<file path="src/rtl/tge_app_pkt_gen.sv">
`default_nettype none
// ============================================================================
// Module   : tge_app_pkt_gen
// Purpose  : Application-side traffic source for the 10GbE core transmit
//            interface. Emits sequence-numbered UDP payload frames:
//              word 0        : {MAGIC, seq}
//              words 1..N    : {seq, 16'h0, index}
//              (optional)    : 64-bit XOR of header and payload words
//            followed by a forced inter-frame gap.
// Options  : TGE_PKT_GEN_CHECKSUM_EN - append an XOR checksum word; the
//            end-of-frame marker moves onto that word.
// Ports    : clk, rst (async, active-high)
//            enable, dest_ip, dest_port           - control / addressing
//            tx_valid, tx_end_of_frame, tx_data,
//            tx_dest_ip, tx_dest_port             - to core (registered)
//            tx_afull, tx_overflow                - from core
//            busy, frames_sent, overflow_count    - status
// Revision : 1.0 - initial release
// ============================================================================
module tge_app_pkt_gen #(
    parameter int          PAYLOAD_WORDS = 128,
    parameter int          GAP_CYCLES    = 16,
    parameter logic [31:0] MAGIC         = 32'h5447_4547
) (
    input  logic        clk,
    input  logic        rst,
    input  logic        enable,
    input  logic [31:0] dest_ip,
    input  logic [15:0] dest_port,
    output logic        tx_valid,
    output logic        tx_end_of_frame,
    output logic [63:0] tx_data,
    output logic [31:0] tx_dest_ip,
    output logic [15:0] tx_dest_port,
    input  logic        tx_afull,
    input  logic        tx_overflow,
    output logic        busy,
    output logic [31:0] frames_sent,
    output logic [15:0] overflow_count
);

    localparam logic [15:0] c_last_idx = 16'(PAYLOAD_WORDS - 1);
    localparam logic [31:0] c_gap_load = 32'(GAP_CYCLES);

    typedef enum logic [2:0] {
        IDLE = 3'd0,
        HDR  = 3'd1,
        PAY  = 3'd2,
        GAP  = 3'd3
`ifdef TGE_PKT_GEN_CHECKSUM_EN
        ,
        CSUM = 3'd4
`endif
    } state_t;

    state_t      state_q, state_d;
    logic [31:0] seq_q, seq_d;
    logic [15:0] idx_q, idx_d;
    logic [31:0] gap_q, gap_d;
    logic        tx_valid_q, tx_valid_d;
    logic        tx_eof_q, tx_eof_d;
    logic [63:0] tx_data_q, tx_data_d;
    logic [31:0] tx_dest_ip_q, tx_dest_ip_d;
    logic [15:0] tx_dest_port_q, tx_dest_port_d;
    logic [31:0] frames_sent_q, frames_sent_d;
    logic [15:0] ovf_cnt_q, ovf_cnt_d;
`ifdef TGE_PKT_GEN_CHECKSUM_EN
    logic [63:0] csum_q, csum_d;
`endif

    logic [63:0] w_hdr_word;
    logic [63:0] w_pay_word;

    assign w_hdr_word = {MAGIC, seq_q};
    assign w_pay_word = {seq_q, 16'h0000, idx_q};

    always_comb begin
        state_d        = state_q;
        seq_d          = seq_q;
        idx_d          = idx_q;
        gap_d          = gap_q;
        tx_valid_d     = 1'b0;
        tx_eof_d       = 1'b0;
        tx_data_d      = tx_data_q;
        tx_dest_ip_d   = tx_dest_ip_q;
        tx_dest_port_d = tx_dest_port_q;
        frames_sent_d  = frames_sent_q;
`ifdef TGE_PKT_GEN_CHECKSUM_EN
        csum_d         = csum_q;
`endif
        // Saturating count of overflow cycles; only reset clears it.
        ovf_cnt_d = (tx_overflow && (ovf_cnt_q != 16'hFFFF)) ? ovf_cnt_q + 16'd1 : ovf_cnt_q;

        case (state_q)
            IDLE: begin
                if (enable && !tx_afull) begin
                    tx_dest_ip_d   = dest_ip;
                    tx_dest_port_d = dest_port;
                    state_d        = HDR;
                end
            end
            HDR: begin
                if (!tx_afull) begin
                    tx_valid_d = 1'b1;
                    tx_data_d  = w_hdr_word;
                    idx_d      = 16'd0;
`ifdef TGE_PKT_GEN_CHECKSUM_EN
                    csum_d     = w_hdr_word;
`endif
                    state_d    = PAY;
                end
            end
            PAY: begin
                if (!tx_afull) begin
                    tx_valid_d = 1'b1;
                    tx_data_d  = w_pay_word;
                    idx_d      = idx_q + 16'd1;
`ifdef TGE_PKT_GEN_CHECKSUM_EN
                    csum_d     = csum_q ^ w_pay_word;
                    if (idx_q == c_last_idx) begin
                        state_d = CSUM;
                    end
`else
                    if (idx_q == c_last_idx) begin
                        tx_eof_d      = 1'b1;
                        seq_d         = seq_q + 32'd1;
                        frames_sent_d = frames_sent_q + 32'd1;
                        gap_d         = c_gap_load;
                        state_d       = GAP;
                    end
`endif
                end
            end
`ifdef TGE_PKT_GEN_CHECKSUM_EN
            CSUM: begin
                if (!tx_afull) begin
                    tx_valid_d    = 1'b1;
                    tx_eof_d      = 1'b1;
                    tx_data_d     = csum_q;
                    seq_d         = seq_q + 32'd1;
                    frames_sent_d = frames_sent_q + 32'd1;
                    gap_d         = c_gap_load;
                    state_d       = GAP;
                end
            end
`endif
            GAP: begin
                // Counter reaching zero (or already zero) ends the gap, so a
                // zero-length gap still spends exactly one cycle here.
                if (gap_q <= 32'd1) begin
                    gap_d   = 32'd0;
                    state_d = IDLE;
                end else begin
                    gap_d = gap_q - 32'd1;
                end
            end
            default: begin
                state_d = IDLE;
            end
        endcase
    end

    always_ff @(posedge clk or posedge rst) begin
        if (rst) begin
            state_q        <= IDLE;
            seq_q          <= 32'd0;
            idx_q          <= 16'd0;
            gap_q          <= 32'd0;
            tx_valid_q     <= 1'b0;
            tx_eof_q       <= 1'b0;
            tx_data_q      <= 64'd0;
            tx_dest_ip_q   <= 32'd0;
            tx_dest_port_q <= 16'd0;
            frames_sent_q  <= 32'd0;
            ovf_cnt_q      <= 16'd0;
`ifdef TGE_PKT_GEN_CHECKSUM_EN
            csum_q         <= 64'd0;
`endif
        end else begin
            state_q        <= state_d;
            seq_q          <= seq_d;
            idx_q          <= idx_d;
            gap_q          <= gap_d;
            tx_valid_q     <= tx_valid_d;
            tx_eof_q       <= tx_eof_d;
            tx_data_q      <= tx_data_d;
            tx_dest_ip_q   <= tx_dest_ip_d;
            tx_dest_port_q <= tx_dest_port_d;
            frames_sent_q  <= frames_sent_d;
            ovf_cnt_q      <= ovf_cnt_d;
`ifdef TGE_PKT_GEN_CHECKSUM_EN
            csum_q         <= csum_d;
`endif
        end
    end

    assign tx_valid        = tx_valid_q;
    assign tx_end_of_frame = tx_eof_q;
    assign tx_data         = tx_data_q;
    assign tx_dest_ip      = tx_dest_ip_q;
    assign tx_dest_port    = tx_dest_port_q;
    assign frames_sent     = frames_sent_q;
    assign overflow_count  = ovf_cnt_q;
    assign busy            = (state_q != IDLE);

endmodule
`default_nettype wire

</file>
<file path="config.mk">
export PLATFORM = sky130hd
export DESIGN_NAME = tge_app_pkt_gen
export DESIGN_NICKNAME = d
export VERILOG_FILES = /design/src/rtl/tge_app_pkt_gen.sv
export SDC_FILE = /design/constraint.sdc
export NUM_CORES = 1
export LEC_CHECK = 0
export CAP_MARGIN = 20
export CORE_AREA = 2 2 147 149
export DETAILED_ROUTE_END_ITERATION = 10
export DIE_AREA = 0 0 149 151
export PLACE_DENSITY_LB_ADDON = 0.1
export REMOVE_ABC_BUFFERS = 1
export SYNTH_ARGS = -nofsm -noshare
export SYNTH_HDL_FRONTEND = slang
export SYNTH_SLANG_ARGS = --single-unit
export TNS_END_PERCENT = 1
</file>
<file path="constraint.sdc">
create_clock -name clk -period 10.6 [get_ports clk]
set_clock_uncertainty 0.05 [all_clocks]
set_input_delay 1.06 -clock clk [delete_from_list [all_inputs] [get_ports clk]]
set_output_delay 1.06 -clock clk [all_outputs]
set_load 0.03 [all_outputs]
</file>
==> flow_metrics.py, run 1 <==
metrics = {
    "logic_synthesis": {
        "synth_area_leader_cell": "dfrtp_1",
        "yosysSeqAreaShare_pct": 57.4,
        "synth_cells": 941,
        "synth_top_family_by_area": "simple AND/OR/NAND/NOR gates",
        "synthXorXnorAreaFrac_pct": 7.08,
        "ys_ff_latch": 244,
        "synth_edf_count": 0,
        "synthArstFlopShare_pct": 100,
        "synth-adder-area-share_pct": 1.18,
        "synthSimpleGateAreaFrac_pct": 15.6,
        "synth_ff_type": "dfrtp_1",
        "yosys_warnings": 0,
        "avgSynthCellArea_sq_um": 11.3,
        "syn_area_sq_mm": 0.0106,
        "netlist.area_leader.share_pct": 57.4,
        "synth_compound_area_share_pct": 9.07,
        "synthTopCellsByArea": "dfrtp_1 57%, mux2_2 5.4%, xnor2_1 3.8%, xor2_1 3.3%, nand2_1 2.9%",
        "synth_mux_area_share_pct": 7.14,
        "synth_cell_types": 52,
    },
    "placed_design": {
        "dp_hpwl_mm": 16.9,
        "io_buffers": 215,
        "gp_congestion": 0.823,
    },
    "clock_tree": {
        "numClockSinks": 244,
        "clk_pin_slew_ns": 0.06,
        "numCtsBuffers": 27,
        "post_cts_buffers": 0,
        "htreeDepth": 1,
        "worstSkewPairLatency_ns": 0.54,
        "ctsResizeCount": 0,
        "tritoncts": "done",
        "cts_root_buf": "clkbuf_16",
        "max-clock-path-buffers": 3,
        "holdBufCountCts": 0,
    },
    "layout": {
        "area_growth_pct": 31.6,
        "nets": 1211,
        "utilization_pct": 67.3,
        "n_fill_cell": 1626,
        "antenna_cells": 0,
        "final_layout_size_suffix_gt1_share_pct": 10.3,
        "regArea_sq_mm": 0.00611,
        "multi_input_area_sq_mm": 0.00429,
    },
    "global_routing": {
        "track_usage_pct": 22.2,
        "grt_max_degree": 117,
        "antenna_found_initial": 0,
        "grt_pass1_vias": 7715,
        "grt_pass1_wl_mm": 40.5,
        "grt_overflow": 0,
    },
    "floorplan": {
        "die_w_microns": 149,
        "top_level_ports": 216,
        "initial_core_util_pct": 51.1,
        "die-area_sq_mm": 0.0225,
        "core-area_sq_mm": 0.0208,
        "die_h_microns": 151,
        "row_count": 53,
    },
    "worst_setup_path": {
        "cp_max_fo": 23,
        "cp-end-kind": "flop",
        "critPathLaunchType": "input port",
        "crit_path_top_delay_cell": "or4b_2",
        "cp_cell_sequence": "clkdlybuf4s50_1 -> nand2b_1 -> o31a_1 -> or4b_2 -> a21oi_1",
        "required_ns": 11.00,
        "arrival_ns": 3.85,
        "cp_slowest_stage_delay_ns": 0.71,
        "path_class": "in -> reg",
    },
    "sta": {
        "fmax_mhz": 290,
        "period_share_pct": 32.5,
        "tightest_slew_ns": 1.03,
        "hold_viol_final": 0,
        "rsz0062_at_grt": "false",
        "min_period_ns": 3.45,
        "slew_viol_final": 0,
        "slew_headroom_pct": 31.2,
        "setup-violations-final": 0,
        "fin_setup_tns_ns": 0,
    },
    "routing": {
        "vias": 7968,
        "routed_wl_mm": 25.5,
        "dr.first_iter.drc_count": 541,
        "viasPerCell": 5.52,
        "drc": 0,
        "wl_per_cell_microns": 17.6,
        "dr.pass1.iters": 5,
        "postRouteAntennaNets": 0,
    },
    "run_status": {
        "outcome": "completed",
    },
    "pwr": {
        "leakagePower_nw": 6.13,
        "p_per_area_mw_per_mm2": 263,
        "vdd_ir_drop_max_uv": 139,
    },
    "hold_path": {
        "min_path_type": "reg -> reg",
    },
    "flow_run": {
        "maxCapViolations": 0,
    },
}
-- cell usage in the layout, fill, tap and decap left out, types with 15 or more instances in the layout --
cell / count
inv_1: 21
or3_1: 26
clkbuf_16: 27
nand3_1: 30
and3_1: 16
dfrtp_1: 244
nor3_1: 29
nand2_1: 80
nand4_1: 26
o31ai_1: 17
mux2_2: 51
a21oi_1: 36
or4_1: 15
xor2_1: 40
xnor2_1: 46
a22o_1: 16
o21ai_0: 56
nor2_1: 43
mux2i_1: 17
clkdlybuf4s50_1: 215
-- worst max-delay path: cells and delay by family --
kind	cells	cell delay, ns
compound gates	2	0.86
simple gates	2	1.32
buf+inv	1	0.60
-- per-stage QoR --
| stage | worst slack, ns | hold WS, ns | cell area (sq um) | power (W) | instances |
|---|---|---|---|---|---|
| 2_1_floorplan | 2.79 | 0.413 | 10500 | 0.00215 | 898 |
| 3_3_place_gp | 6.71 | 0.413 | 13000 | 0.00266 | 1393 |
| 3_5_place_dp | 6.63 | 0.424 | 13000 | 0.00269 | 1393 |
| 4_1_cts | 7.20 | 0.434 | 14000 | 0.00371 | 1443 |
| 5_1_grt | 7.07 | 0.448 | 14000 | 0.00387 | 1444 |
| 6_report | 7.15 | 0.431 | 14000 | 0.00369 | 1444 |
-- cell usage after synthesis (all sizes together), types with 2 or more instances --
cell	n
or2	4
nor4	12
xor2	40
and3	16
a22o	16
o31ai	18
mux2i	17
nand3	30
o2bb2ai	2
nor2	43
a21boi	2
nand2	81
clkbuf	35
and4	11
inv	22
or3	26
nand2b	4
nand3b	3
o41ai	2
o21ai	56
a21oi	36
o22a	9
ha	10
and2	2
xnor2	46
nor3b	5
or4	16
nor3	29
nand4	26
dfrtp	244
nor2b	5
o221ai	2
buf	8
mux2	52
-- registers in the layout (all words and copies together), names as in the netlist, 2 cells and up --
signal	count
tx_dest_ip	32
frames_sent	32
gap_q	32
state_q	2
seq_q	32
tx_dest_port	16
tx_data	64
overflow_count	16
idx_q	16
-- area by class of cell --
cell class / instances / share of cell area [%]
Tap cell: 275 / 2.46
Inverter: 22 / 0.643
Clock inverter: 13 / 1.29
Clock buffer: 37 / 5.66
Timing Repair Buffer: 221 / 15.8
Sequential cell: 244 / 43.6
Multi-Input combinational cell: 632 / 30.6
-- worst paths after layout --
| check | slack [ns] | end | cells after the start | start |
|---|---|---|---|---|
| min in group asynchronous | 1.02 | tx_dest_port[15]$_DFFE_PP0P_ | 2 | rst |
| max in group asynchronous | 8.03 | overflow_count[0]$_DFFE_PP0P_ | 3 | rst |
| worst min register to register | 0.43 | tx_data[21]$_DFFE_PP0P_ | 2 | tx_data[21]$_DFFE_PP0P_ |
| worst min-delay path | 0.43 | tx_data[21]$_DFFE_PP0P_ | 2 | tx_data[21]$_DFFE_PP0P_ |
| worst max-delay path | 7.15 | gap_q[29]$_DFFE_PP0P_ | 5 | tx_afull |
| worst max register to register | 7.22 | gap_q[3]$_DFFE_PP0P_ | 5 | gap_q[10]$_DFFE_PP0P_ |
-- metal layers --
layer / vias to the layer above / routed length, microns / part of all wire, % / track usage, %
li1: 3781 / - / - / -
met4: 0 / 430 / 1.7 / 5.43
met5: - / 0 / 0 / 0
met2: 235 / 12400 / 49 / 37.6
met1: 3919 / 11000 / 43 / 30.1
met3: 33 / 1620 / 6.4 / 3.83
-- kinds of logic (layout without fill, tap and decap cells) --
kind of cell / count (synthesis) / after routing
and+or+nand+nor: 316 / 316
DFF: 244 / 244
AOI/OAI and AO/OA: 151 / 151
xor gates and xnor gates: 86 / 86
muxes: 69 / 69
buffers and inverters: 65 / 293
adders and majority gates: 10 / 10
-- where the power goes --
group / switching, W / total, W / leakage (nW) / internal, W
sequential: 0.000150 / 0.00129 / 3.17 / 0.00114
clock: 0.000384 / 0.00101 / 0.480 / 0.000622
combinational: 0.000826 / 0.00139 / 2.49 / 0.000565
Power figures use the tool's default switching activity.
==> run 2, diff against run 1 <==
clock period = 3.5 ns   (was 10.6 ns; I/O delays follow)
==> run 2 against run 1 <==
  * Critical path depth up 1
  * Cell area about the same
  * Wire length fell by 0.66%
  * Clock-buffer cell count rose by 2
  * Sequential cell count unchanged
  * Total power grew to 3.0 times the previous value
  * Clock power rose to 2.8 times the previous value
  * Via count fell by 0.64%
  * Sequential power rose to 3.0 times the previous value
  * First-iteration DRC count decreased by 29%
  * Core utilization hardly changed
  * Hold slack lost 0.19 ns
==> flow_metrics.py, run 2 (same netlist as run 1, synthesis figures left out) <==
metrics = {
    "sta": {
        "setup-violations-final": 0,
        "min_period_ns": 2.87,
        "hold_viol_final": 0,
        "fmax_mhz": 349,
        "rsz0062_at_grt": "false",
        "tightest_slew_ns": 0.927,
        "slew_headroom_pct": 38.0,
        "slew_viol_final": 0,
        "fin_hold_ws_ns": 0.241,
        "period_share_pct": 82.0,
    },
    "layout": {
        "n_fill_cell": 1619,
        "final_common_cell": "dfrtp_1",
        "stdcell_count": 1451,
        "mostFrequentLayoutCells": "244 x dfrtp_1, 215 x clkdlybuf4s50_1, 80 x nand2_1, 56 x o21ai_0, 51 x mux2_2",
        "largest_reg_flops": 64,
        "area_growth_pct": 31.7,
        "antenna_cells": 0,
        "nets": 1220,
        "final_layout_size_suffix_gt1_share_pct": 10.5,
    },
    "placed_design": {
        "gp_congestion": 0.878,
        "place_inst": 1403,
        "io_buffers": 215,
        "dp_hpwl_mm": 17.5,
    },
    "global_routing": {
        "grt_busiest_layer": "met2",
        "grt_max_degree": 85,
        "grt_pass1_vias": 7638,
        "grt_pass1_wl_mm": 40.4,
        "met2_usage_pct": 37.5,
        "track_usage_pct": 22.1,
        "grt_overflow": 0,
        "antenna_found_initial": 0,
        "met3_usage_pct": 3.55,
        "grt_use_met1_pct": 30.2,
    },
    "routing": {
        "dr.first_iter.drc_count": 384,
        "dr.pass1.iters": 5,
        "drc": 0,
        "wl_per_cell_microns": 17.4,
        "vias": 7917,
        "routed_wl_mm": 25.3,
        "viasPerCell": 5.46,
        "postRouteAntennaNets": 0,
    },
    "hold_path": {
        "min_path_type": "in -> async",
    },
    "clock_tree": {
        "tritoncts": "done",
        "ctsResizeCount": 0,
        "worstSkewPairLatency_ns": 0.52,
        "max-clock-path-buffers": 3,
        "cts_root_buf": "clkbuf_16",
        "clk_pin_slew_ns": 0.06,
        "numCtsBuffers": 27,
        "post_cts_buffers": 0,
        "htreeDepth": 1,
        "holdBufCountCts": 0,
        "numClockSinks": 244,
    },
    "floorplan": {
        "die_h_microns": 151,
        "core-area_sq_mm": 0.0208,
        "die_w_microns": 149,
        "initial_core_util_pct": 51.1,
        "top_level_ports": 216,
        "row_count": 53,
        "die-area_sq_mm": 0.0225,
    },
    "pwr": {
        "vdd_ir_drop_max_uv": 450,
        "leakagePower_nw": 6.15,
        "p_per_area_mw_per_mm2": 782,
    },
    "worst_setup_path": {
        "path_class": "reg -> reg",
        "rrSetupSlack_ns": 0.63,
        "required_ns": 3.83,
        "cp-end-kind": "flop",
        "regToRegEndpoint": "gap_q[3]$_DFFE_PP0P_",
        "cp_max_fo": 26,
        "critPathLaunchType": "flop",
        "arrival_ns": 3.20,
        "r2r_start": "gap_q[12]$_DFFE_PP0P_",
        "startpoint": "gap_q[12]$_DFFE_PP0P_",
        "r2r.worst_path.cells": 6,
    },
    "run_status": {
        "outcome": "completed",
    },
    "flow_run": {
        "maxCapViolations": 0,
    },
}
[run 2: cell count changes in the layout (fill, tap and decap cells not counted), moves of 2 or more]
cell	previous run	this run
clkbuf_1	2	4
bufinv_16	4	2
buf_4	5	13
clkinvlp_4	2	0
[run 2: stage by stage]
step	TNS (ns)	setup WS [ns]	total power [W]	utilization (%)	area, sq um
final	0	0.632	0.0110	67.3	14000
after global routing	0	0.466	0.0116	67.3	14000
after CTS	0	0.643	0.0111	67.3	14000
after detailed placement	0	0.670	0.00820	63.0	13100
after global placement	0	0.688	0.00811	63.0	13100
after floorplan	-947.75	-3.60	0.00650	-	10500
[run 2: layout make-up]
class | instances | area (sq um) | share of cell area, %
Sequential cell | 244 | 6110 | 43.6
Multi-Input combinational cell | 632 | 4280 | 30.6
Timing Repair Buffer | 230 | 2290 | 16.3
Clock buffer | 39 | 801 | 5.71
Tap cell | 275 | 344 | 2.46
Clock inverter | 9 | 101 | 0.723
Inverter | 22 | 90.1 | 0.643
[run 2: layer usage]
| layer | share of wire (%) | vias to the layer above | routed length (microns) |
|---|---|---|---|
| li1 | - | 3798 | - |
| met1 | 44 | 3881 | 11100 |
| met2 | 49 | 201 | 12300 |
| met5 | 0 | - | 0 |
| met4 | 1.9 | 0 | 487 |
| met3 | 5.7 | 37 | 1440 |
[run 2: how the worst max path moves through the flow]
stage / end / cells after the start
2_1_floorplan: frames_sent[0]$_DFFE_PP0P_ / 1
3_5_place_dp: seq_q[31]$_DFFE_PP0P_ / 6
5_1_grt: gap_q[3]$_DFFE_PP0P_ / 6
4_1_cts: gap_q[3]$_DFFE_PP0P_ / 6
6_report: gap_q[3]$_DFFE_PP0P_ / 6
3_3_place_gp: gap_q[3]$_DFFE_PP0P_ / 6
[run 2: report_power, final]
part	internal, W	leakage [nW]	switching [W]
Clock	0.00173	0.453	0.00111
Combinational	0.00175	2.53	0.00250
Sequential	0.00345	3.17	0.000422
[run 2: critical path, cell delays in order (launching register included)]
cell,delay (ns)
dfrtp_1,0.39
or4_1,0.64
or4_4,0.62
o31ai_4,0.43
and2_1,0.18
buf_4,0.28
o21ai_0,0.14
==> RTL change: new RTL, config.mk and constraints of run 1 <==
Build with the macro `TGE_PKT_GEN_CHECKSUM_EN` defined.
--- a/src/rtl/tge_app_pkt_gen.sv
+++ b/src/rtl/tge_app_pkt_gen.sv
@@ -18,4 +18,6 @@
 // Revision : 1.0 - initial release
 // ============================================================================
+`define TGE_PKT_GEN_CHECKSUM_EN
+
 module tge_app_pkt_gen #(
     parameter int          PAYLOAD_WORDS = 128,
Check against the original RTL: no difference found for any inputs over 4 cycles, from zero or initial values and one cycle with rst high; that may be too few to reach the edited logic, so the function may still have changed.
==> RTL change against run 1 <==
Worst setup slack lost 210 ps. Area after synthesis is 31% higher. Global-route usage grew 7.5 points. Clock power rose by 7%. Total power is 14% higher. Non-clock buffer count rose by 4. Register-to-register slack improved by 240 ps. Sequential cell count grew 65. Cell count grew 27%. Synthesized cell count is 45% higher. Design area grew 23%. Routed wire length rose by 30%. Largest power group is now registers.
==> RTL change: results (changes against run 1) <==
status = completed (unchanged)
Max VDD drop = 0.1961 mV (was 0.1389 mV)
fillers = 1267 (was 1626)
CP max stage cell = or4b_1 (was or4b_2)
Vias/cell = 5.966 (was 5.518)
max incr delay on CP = 770 ps (was 710 ps)
DRT met1 WL = 13490 µm (was 10970 µm)
inverters = 12 (was 22)
Reg2Reg Setup Slack = 7460 ps (was 7220 ps)
fin. max-slew vios = 0 (unchanged)
vias in the first global route = 10836 (was 7715)
Inserted Clock Buffers = 31 (was 27)
GR Layer Usage met3 = 4.157% (was 3.825%)
crit path capture = seq_q[24] (was gap_q[29])
Seq/total area = 44.82% (was 43.58%)
critical path arrival = 4040 ps (was 3850 ps)
# nets final = 1589 (was 1211)
Final period util = 34.52% (was 32.51%)
WL/cell = 18.14 µm (was 17.62 µm)
Hold EP = tx_data[29] (was tx_data[21])
Syn Inst Count = 1361 (was 941)
worst hold start = tx_data[29] (was tx_data[21])
Worst Tran Pin Value = 1051 ps (was 1029 ps)
Setup WS pre-CTS = 6396 ps (was 6634 ps)
fraction of layout cells with a size suffix above 1 = 8.103% (was 10.27%)
R2R depth = 6 (was 5)
Signal buffers = 225 (was 221)
met2 Resource Use GR = 51.59% (was 37.56%)
Final non-clock buffer share = 13.29% (was 15.77%)
Finished Layout Cells = 1830 (was 1444)
Async SR Flop Fraction = 100.0% (unchanged)
library cells used by synthesis = 59 (was 52)
static leakage = 7.543 nW (was 6.132 nW)
Clock Network Area Fraction = 5.881% (was 6.947%)
Synth top cells by count = 309 x dfrtp_1, 189 x nand2_1, 132 x nor2_1 (was 244 x dfrtp_1, 81 x nand2_1, 56 x o21ai_0)
largest net degree at the start of global routing = 208 (was 117)
worst skew pair latency = 560 ps (was 540 ps)
Multi-Input Combinational = 951 (was 632)
Post-DP Area = 0.01616 mm² (was 0.01302 mm²)
Synth area leaders = dfrtp_1 56%, nand2_1 5.1%, xnor2_1 4.9%, mux2_2 4.0%, nor2_1 3.6% (was dfrtp_1 57%, mux2_2 5.4%, xnor2_1 3.8%, xor2_1 3.3%, nand2_1 2.9%)
antenna violations before repair = 0 (unchanged)
power density cells = 243.8 mW/mm² (was 263.0 mW/mm²)
RD Place Congestion = 0.8808 (was 0.8233)
Min Hold Slack = 426.9 ps (was 431.1 ps)
met1 Usage GRT = 39.15% (was 30.14%)
multi-input combinational area share = 33.71% (was 30.61%)
clk_buf instances = 47 (was 37)
Sw Share = 37.53% (was 36.91%)
worst r2r src = state_q[0] (was gap_q[10])
CP Max Fanout = 17 (was 23)
CTS sink cnt = 309 (was 244)
metal2 WL = 17120 µm (was 12420 µm)
DP Wirelength = 20460 µm (was 16910 µm)
register area share after synthesis = 55.58% (was 57.36%)
Layout area overhead = 24.01% (was 31.64%)
initial drt markers = 849 (was 541)
DR WL met3 = 1894 µm (was 1624 µm)
first-pass GRT wire length = 54320 µm (was 40480 µm)
-- RTL change: power groups by stage --
stage	sequential, mW	combinational [mW]	clock (mW)
4_1_cts	1.61	1.48	1.09
2_1_floorplan	1.87	0.652	0
6_report	1.62	1.51	1.08
5_1_grt	1.64	1.62	1.15
3_5_place_dp	1.63	1.47	0
3_3_place_gp	1.61	1.43	0
-- RTL change: kinds of logic (layout without fill, tap and decap cells) --
| kind of cell | after synthesis | after routing | share of synthesized area [%] |
|---|---|---|---|
| and+or+nand+nor | 519 | 519 | 17.71 |
| muxes | 50 | 50 | 4.047 |
| AOI/OAI and AO/OA | 245 | 245 | 10.95 |
| xor gates and xnor gates | 131 | 131 | 8.247 |
| DFF | 309 | 309 | 55.58 |
| adders and majority gates | 6 | 6 | 0.5396 |
| buffers and inverters | 101 | 295 | 2.923 |
